`src/rtl/mips_mc_pkg.sv`:
```
// Shared types and encodings for the multi-cycle MIPS-subset core.
// Optional shift support (SLL/SRL) is selected with the MIPS_MC_SHIFT_EN macro in mips_mc_core.
package mips_mc_pkg;

    typedef enum logic [2:0] {
        ST_IDLE,
        ST_FETCH,
        ST_DECODE,
        ST_EXECUTE,
        ST_WRITEBACK,
        ST_HALT
    } state_t;

    localparam logic [5:0] OP_RTYPE = 6'h00;
    localparam logic [5:0] OP_J     = 6'h02;
    localparam logic [5:0] OP_BEQ   = 6'h04;
    localparam logic [5:0] OP_BNE   = 6'h05;
    localparam logic [5:0] OP_ADDI  = 6'h08;
    localparam logic [5:0] OP_HALT  = 6'h3F;

    localparam logic [5:0] FN_SLL = 6'h00;
    localparam logic [5:0] FN_SRL = 6'h02;
    localparam logic [5:0] FN_ADD = 6'h20;
    localparam logic [5:0] FN_SUB = 6'h22;
    localparam logic [5:0] FN_AND = 6'h24;
    localparam logic [5:0] FN_OR  = 6'h25;
    localparam logic [5:0] FN_XOR = 6'h26;
    localparam logic [5:0] FN_SLT = 6'h2A;

    typedef enum logic [2:0] {
        ALU_ADD,
        ALU_SUB,
        ALU_AND,
        ALU_OR,
        ALU_XOR,
        ALU_SLT,
        ALU_SLL,
        ALU_SRL
    } alu_op_t;

    function automatic logic [31:0] sext16(input logic [15:0] v);
        return {{16{v[15]}}, v};
    endfunction

endpackage

```
`src/rtl/mips_mc_regfile.sv`:
```
// Integer register file: two combinational read ports, one synchronous write port.
// r0 always reads as zero and ignores writes.
module mips_mc_regfile
    import mips_mc_pkg::*;
#(
    parameter int DATA_WIDTH = 16,
    parameter int ADDR_WIDTH = 5
) (
    input  logic                  clk,
    input  logic                  syn_rst,
    input  logic [ADDR_WIDTH-1:0] ra_addr,
    input  logic [ADDR_WIDTH-1:0] rb_addr,
    output logic [DATA_WIDTH-1:0] ra_data,
    output logic [DATA_WIDTH-1:0] rb_data,
    input  logic                  we,
    input  logic [ADDR_WIDTH-1:0] wa,
    input  logic [DATA_WIDTH-1:0] wd
);

    localparam int NUM_REGS = 2 ** ADDR_WIDTH;

    logic [DATA_WIDTH-1:0] regs [NUM_REGS];

    always_ff @(posedge clk) begin
        if (syn_rst) begin
            for (int i = 0; i < NUM_REGS; i++) begin
                regs[i] <= '0;
            end
        end else if (we && (wa != '0)) begin
            regs[wa] <= wd;
        end
    end

    assign ra_data = (ra_addr == '0) ? '0 : regs[ra_addr];
    assign rb_data = (rb_addr == '0) ? '0 : regs[rb_addr];

endmodule

```
`src/rtl/mips_mc_core.sv`:
```
// Multi-cycle MIPS-subset core: FETCH/DECODE/EXECUTE/WRITEBACK FSM, ALU, branches, jump, halt.
// Define MIPS_MC_SHIFT_EN to enable R-type SLL/SRL.
//
// state        | meaning
// ST_IDLE      | paused at an instruction boundary, waiting for run
// ST_FETCH     | IR <= instruction at PC
// ST_DECODE    | operands and sign-extended immediate latched
// ST_EXECUTE   | ALU result and equality flag latched
// ST_WRITEBACK | register write, PC update, status pulses
// ST_HALT      | stopped; only syn_rst leaves
module mips_mc_core
    import mips_mc_pkg::*;
#(
    parameter int DATA_WIDTH        = 16,
    parameter int RF_ADDRESS_WIDTH  = 5,
    parameter int IM_ADDRESS_WIDTH  = 6,
    parameter int INSTRUCTION_WIDTH = 32
) (
    input  logic                         clk,
    input  logic                         syn_rst,
    input  logic                         run,
    output logic [IM_ADDRESS_WIDTH-1:0]  imem_addr,
    input  logic [INSTRUCTION_WIDTH-1:0] imem_rdata,
    output logic [DATA_WIDTH-1:0]        result,
    output logic                         result_valid,
    output logic                         busy,
    output logic                         halted,
    output logic                         illegal
);

    if (INSTRUCTION_WIDTH != 32) begin : g_iw_check
        $error("mips_mc_core: INSTRUCTION_WIDTH must be 32");
    end

    state_t state, state_nxt;

    logic [IM_ADDRESS_WIDTH-1:0]  pc, pc_nxt, br_off;
    logic [INSTRUCTION_WIDTH-1:0] ir;
    logic [DATA_WIDTH-1:0]        a, b, imm, alu_out, alu_res, opnd, result_q;
    logic [DATA_WIDTH-1:0]        rf_a, rf_b;
    logic                         eq;

    logic [5:0]                  opcode, func;
    logic [4:0]                  shamt;
    logic [RF_ADDRESS_WIDTH-1:0] rs, rt, rd, wr_addr;
    alu_op_t                     alu_op;
    logic                        use_imm, wr_en, legal;
    logic                        is_beq, is_bne, is_j, is_halt;
    logic                        wb_we;

    assign opcode = ir[31:26];
    assign func   = ir[5:0];
    assign shamt  = ir[10:6];
    assign rs     = ir[21 +: RF_ADDRESS_WIDTH];
    assign rt     = ir[16 +: RF_ADDRESS_WIDTH];
    assign rd     = ir[11 +: RF_ADDRESS_WIDTH];

    always_comb begin
        alu_op  = ALU_ADD;
        use_imm = 1'b0;
        wr_en   = 1'b0;
        wr_addr = rd;
        legal   = 1'b1;
        is_beq  = 1'b0;
        is_bne  = 1'b0;
        is_j    = 1'b0;
        is_halt = 1'b0;
        case (opcode)
            OP_RTYPE: begin
                wr_en = 1'b1;
                case (func)
                    FN_ADD: alu_op = ALU_ADD;
                    FN_SUB: alu_op = ALU_SUB;
                    FN_AND: alu_op = ALU_AND;
                    FN_OR:  alu_op = ALU_OR;
                    FN_XOR: alu_op = ALU_XOR;
                    FN_SLT: alu_op = ALU_SLT;
`ifdef MIPS_MC_SHIFT_EN
                    FN_SLL: alu_op = ALU_SLL;
                    FN_SRL: alu_op = ALU_SRL;
`endif
                    default: begin
                        wr_en = 1'b0;
                        legal = 1'b0;
                    end
                endcase
                // The all-zero word is the canonical NOP in every build.
                if (ir == '0) begin
                    wr_en = 1'b0;
                    legal = 1'b1;
                end
            end
            OP_ADDI: begin
                use_imm = 1'b1;
                wr_en   = 1'b1;
                wr_addr = rt;
            end
            OP_BEQ:  is_beq  = 1'b1;
            OP_BNE:  is_bne  = 1'b1;
            OP_J:    is_j    = 1'b1;
            OP_HALT: is_halt = 1'b1;
            default: legal   = 1'b0;
        endcase
    end

    always_comb begin
        opnd    = use_imm ? imm : b;
        alu_res = '0;
        case (alu_op)
            ALU_ADD: alu_res = a + opnd;
            ALU_SUB: alu_res = a - opnd;
            ALU_AND: alu_res = a & opnd;
            ALU_OR:  alu_res = a | opnd;
            ALU_XOR: alu_res = a ^ opnd;
            ALU_SLT: alu_res = {{(DATA_WIDTH-1){1'b0}}, ($signed(a) < $signed(opnd))};
            ALU_SLL: alu_res = b << shamt;
            ALU_SRL: alu_res = b >> shamt;
            default: alu_res = '0;
        endcase
    end

    assign br_off = IM_ADDRESS_WIDTH'(sext16(ir[15:0]));

    always_comb begin
        pc_nxt = pc + IM_ADDRESS_WIDTH'(1);
        if (is_j) begin
            pc_nxt = ir[IM_ADDRESS_WIDTH-1:0];
        end else if ((is_beq && eq) || (is_bne && !eq)) begin
            pc_nxt = pc + IM_ADDRESS_WIDTH'(1) + br_off;
        end
    end

    always_comb begin
        state_nxt = state;
        case (state)
            ST_IDLE:      if (run) state_nxt = ST_FETCH;
            ST_FETCH:     state_nxt = ST_DECODE;
            ST_DECODE:    state_nxt = ST_EXECUTE;
            ST_EXECUTE:   state_nxt = ST_WRITEBACK;
            ST_WRITEBACK: state_nxt = is_halt ? ST_HALT : (run ? ST_FETCH : ST_IDLE);
            ST_HALT:      state_nxt = ST_HALT;
            default:      state_nxt = ST_IDLE;
        endcase
    end

    assign wb_we = (state == ST_WRITEBACK) && wr_en && (wr_addr != '0);

    always_ff @(posedge clk) begin
        if (syn_rst) begin
            state    <= ST_IDLE;
            pc       <= '0;
            ir       <= '0;
            a        <= '0;
            b        <= '0;
            imm      <= '0;
            alu_out  <= '0;
            eq       <= 1'b0;
            result_q <= '0;
        end else begin
            state <= state_nxt;
            case (state)
                ST_FETCH: ir <= imem_rdata;
                ST_DECODE: begin
                    a   <= rf_a;
                    b   <= rf_b;
                    imm <= DATA_WIDTH'(sext16(ir[15:0]));
                end
                ST_EXECUTE: begin
                    alu_out <= alu_res;
                    eq      <= (a == b);
                end
                ST_WRITEBACK: begin
                    if (wb_we) result_q <= alu_out;
                    // PC stays on the HALT word so imem_addr freezes there.
                    if (!is_halt) pc <= pc_nxt;
                end
                default: ;
            endcase
        end
    end

    mips_mc_regfile #(
        .DATA_WIDTH (DATA_WIDTH),
        .ADDR_WIDTH (RF_ADDRESS_WIDTH)
    ) u_regfile (
        .clk     (clk),
        .syn_rst (syn_rst),
        .ra_addr (rs),
        .rb_addr (rt),
        .ra_data (rf_a),
        .rb_data (rf_b),
        .we      (wb_we),
        .wa      (wr_addr),
        .wd      (alu_out)
    );

    assign imem_addr    = pc;
    assign result       = wb_we ? alu_out : result_q;
    assign result_valid = wb_we;
    assign busy         = (state == ST_FETCH) || (state == ST_DECODE) ||
                          (state == ST_EXECUTE) || (state == ST_WRITEBACK);
    assign halted       = (state == ST_HALT);
    assign illegal      = (state == ST_WRITEBACK) && !legal;

endmodule

```
`config.mk`:
```
export PLATFORM = sky130hd
export DESIGN_NAME = mips_mc_core
export DESIGN_NICKNAME = d
export VERILOG_FILES = /design/src/rtl/mips_mc_pkg.sv /design/src/rtl/mips_mc_regfile.sv /design/src/rtl/mips_mc_core.sv
export SDC_FILE = /design/constraint.sdc
export NUM_CORES = 1
export LEC_CHECK = 0
export CAP_MARGIN = 20
export CORE_MARGIN = 2
export CORE_UTILIZATION = 30
export DETAILED_ROUTE_END_ITERATION = 10
export PLACE_DENSITY = 0.49
export SETUP_SLACK_MARGIN = 0.4
export SLEW_MARGIN = 30
export SYNTH_ARGS = -nofsm -noshare
export SYNTH_HDL_FRONTEND = slang
export SYNTH_SLANG_ARGS = --single-unit
```
`constraint.sdc`:
```
create_clock -name clk -period 7.2 [get_ports clk]
set_clock_uncertainty 0.2 [all_clocks]
set_input_delay 1.08 -clock clk [delete_from_list [all_inputs] [get_ports clk]]
set_output_delay 1.08 -clock clk [all_outputs]
set_load 0.1 [all_outputs]
```
==> results <==
- The worst-case IR drop observed on VDD is around 0.00019 V.
- The proportion of synthesized flip-flops having asynchronous set or reset is 0%.
- In the layout the commonest cells are sky130_fd_sc_hd__edfxtp_1 (512), sky130_fd_sc_hd__and2_1 (497), sky130_fd_sc_hd__mux4_2 (320).
- Counting flops and latches in the post-synthesis netlist gives 644.
- The hold violation count in the final report is 0.
- After clock tree synthesis, the flow added hold-fix buffers numbering 0.
- The number of levels in the clock H-tree is 3.
- The cell chosen for the clock root is sky130_fd_sc_hd__clkbuf_16.
- The share of final-layout standard cells stronger than drive strength 1 is 23.0%.
- The power density of the placed cells is 235 nW/µm².
- Of the total synthesized cell area, the portion taken by AND, OR, NAND and NOR gates is 15.0%.
- STA puts the critical path data required time at 5920 ps.
- The total CTS buffers is 76.
- The total standard cell area after synthesis is 35,400 µm².
- The total power of the final layout is 9.35 mW.
- The final RePlAce weighted congestion is between 0.9 and 1.
- The post-layout instance area is 39,800 µm².
- For the pin with the worst max-slew slack, the measured transition is ~1100 ps.
- The pin count of the biggest net entering global routing is 129.
- Global routing used 19.1% of the available tracks across all layers.
- For flop-to-flop paths, the worst setup slack is 2610 ps.
- The CTS sink count is 644.
- The number of distinct library cell variants in the gate-level netlist after synthesis is 76.
- For the worst-skew pair, the clock arrives at the later sink with an insertion delay of 660 ps.
- Averaged over all synthesized cells, the footprint is 13.6 µm².
- The die is 347 µm wide.
- The cell accounting for the most synthesized area is sky130_fd_sc_hd__edfxtp_1.
- The via count of the first global-routing pass came to 22.1k.
- In this run the standard cell core region covers 117,000 µm².
- In the synthesized netlist, the number of instances is 2,610.
- The detailed router placed roughly 22k vias in this run.
- The most common cell after layout, fill and taps aside is sky130_fd_sc_hd__edfxtp_1.
- The final antenna-violating net count is 0.
- For this run, the leading register cell type out of synthesis is sky130_fd_sc_hd__edfxtp_1.
- Input and output buffers added on the ports amount to 60.
- The total congestion overflow after global routing is 0.
- The global-route wire length before repair is 166,000 µm.
- The overall die height is 347 µm.
- Detailed placement ended at an HPWL of 78,000 µm.
- The worst setup path is of the reg2out kind.
- The number of DRC markers after the initial detailed-route iteration is 2,321.
- Buffers added to address setup during post-CTS repair amount to 0.
- The run finished with clean final reports.
- Static timing analysis puts the maximum clock frequency at 191 MHz.
- Dividing the detail-routed wire length by the instance count gives approximately 28 µm.
- The clock tree from TritonCTS is built.
- The fraction of the cycle the final worst path needs is between 70% and 80%.
- The count of inserted antenna diode cells is 0.
- The number of max-slew violations in the final report is 0.
- The relative max-transition margin is 28.3%.
- The floorplan die area is 121,000 µm².
- The number of antenna violations at the first check in global routing is 4.
- The area growth from synthesis to layout is 12.6%.
- Of the total synthesized cell area, the portion taken by full adders, half adders and majority gates is 2.12%.
- In this run the core area contains 125 standard-cell rows.
- The number of warnings issued by yosys is 0.
- The portion of the post-synthesis area used by sequential elements is between 50% and 60%.
- The tightest min-delay check is of the reg2reg type.
- After detailed routing, the number of vias per cell comes to 5.38.
- For this design the static power due to leakage is ~13 nW.
- The biggest fanout along the worst timing path is 23.
- Setup repair after global routing left no endpoint under its margin.
- The critical path launch point type is a flop.
- The final net count is 2,676.
- The filler cells instantiated in the layout total 11.1k.
- The total cell area at the placement stage is 37,400 µm².
- Before CTS, the worst setup slack after placement is between 2000 and 3000 ps.
- The arrival time reported for the critical path endpoint is around 4000 ps.
- Measured against the total synthesized area, the mux share comes to 22.5%.
- The kind of end point of the critical path is an output pin.
- The number of synthesized flops with an enable pin is 512.
- The starting density of the core is between 30% and 40%.
- After layout, the worst setup slack is 1960 ps.
- between 60 and 70 I/O pins were placed.
- The clock tree buffer depth is 3.
- Max-cap violations in this run came to 0.
- The proportion of netlist area held by the largest area contributor is 43.5%.
- The synthesized netlist devotes 5.18% of its cell area to compound gates.
- The post-cts repair resize count is 0.
- Wires add up to 116,000 µm.
- Setup total negative slack on the finished layout was measured at 0 ps.
- The first detailed-routing pass ran for 8 iterations.
- The DRC violations left is 0.
- Summing the areas of all xor and xnor instances in the mapped netlist gives less than 1% of the synthesized area.
- The total setup violations reported at the end of the flow is 0.
- The clock-pin slew of the registers on the worst-case setup and hold paths is 70 ps.
- After layout, the minimum clock period comes to 5240 ps.
- By area the synthesized netlist is led by sky130_fd_sc_hd__edfxtp_1 (43%), sky130_fd_sc_hd__mux4_2 (20%), sky130_fd_sc_hd__and2_1 (8.8%).
- The main combinational cell family by area after synthesis is multiplexers.
==> cell families (layout without fill, tap and decap cells) <==
| logic type | after synthesis | count (layout) |
|---|---|---|
| adders and majority gates | 58 | 58 |
| AOI/OAI and AO/OA | 280 | 280 |
| xor gates and xnor gates | 38 | 38 |
| and+or+nand+nor | 915 | 915 |
| buffers and inverters | 283 | 301 |
| muxes | 391 | 391 |
| DFF | 644 | 644 |
| other | 1 | 16 |
==> critical path: stages, from the launching register on <==
cell and delay [ps]:
sky130_fd_sc_hd__dfxtp_1 660, sky130_fd_sc_hd__nand2b_1 100, sky130_fd_sc_hd__a21oi_1 180, sky130_fd_sc_hd__o211ai_1 160
sky130_fd_sc_hd__a2111oi_4 370, sky130_fd_sc_hd__buf_4 390, sky130_fd_sc_hd__mux2_2 240, sky130_fd_sc_hd__clkdlybuf4s50_1 1150
==> flip-flops by register name (all words and copies together) (netlist names), named ones only <==
| name | flops |
|---|---|
| a | 16 |
| alu_out | 16 |
| b | 16 |
| eq | 1 |
| imem_addr | 6 |
| imm | 16 |
| ir | 32 |
| result_q | 16 |
| state | 3 |
| u_regfile.regs | 512 |
==> per-stage QoR <==
stage,hold WS [ps],util [%],cells
floorplan,234,-,2625
global placement,252,32.1,4028
detailed placement,254,32.1,4029
CTS,262,34.2,4167
global route,288,34.2,4167
finish,260,34.2,4167
==> cell usage after synthesis, drive strengths merged (6+ instances only) <==
master	number
edfxtp	512
dfxtp	132
inv	54
mux2i	40
ha	55
nor2	82
a41oi	8
o21a	6
xor2	11
xnor2	27
a221oi	11
nor3	25
o21ai	70
o21bai	10
nor4	8
o211ai	15
mux2	31
nand2b	12
buf	79
a21o	11
clkbuf	149
and2	497
nand2	179
nor3b	6
a31oi	13
nand3b	10
a211oi	15
a21oi	86
mux4	320
nor2b	19
nand3	14
nand4	7
or2	38
==> routing by layer <==
metal	share of wire (%)	wire [µm]	global-route usage, %	up-vias
met4	2.8	3210	5.49	0
li1	-	-	-	9699
met2	47	54600	30.3	796
met1	44	51100	26.8	11800
met5	0	0	0	-
met3	6.0	6900	3.00	131
==> power by group <==
group	internal, mW	switching [mW]
clock	2.17	1.64
combinational	0.518	0.746
sequential	4.14	0.138
==> cell type report <==
class / instances / area (µm²) / area share, %
Sequential cell: 644 / 18000 / 45.3
Multi-Input combinational cell: 1698 / 16300 / 40.8
Clock buffer: 103 / 2090 / 5.25
Tap cell: 1524 / 1910 / 4.79
Timing Repair Buffer: 108 / 1010 / 2.53
Clock inverter: 35 / 325 / 0.816
Inverter: 55 / 206 / 0.518
==> path summary, 6_finish.rpt <==
check,cells after the start,endpoint,startpoint
min,2,imm[14],imm[14]
max,7,result[6],ir[1]
max reg2reg,13,alu_out[7],ir[26]
min reg2reg,2,imm[14],imm[14]
(Power assumes the default switching activity.)
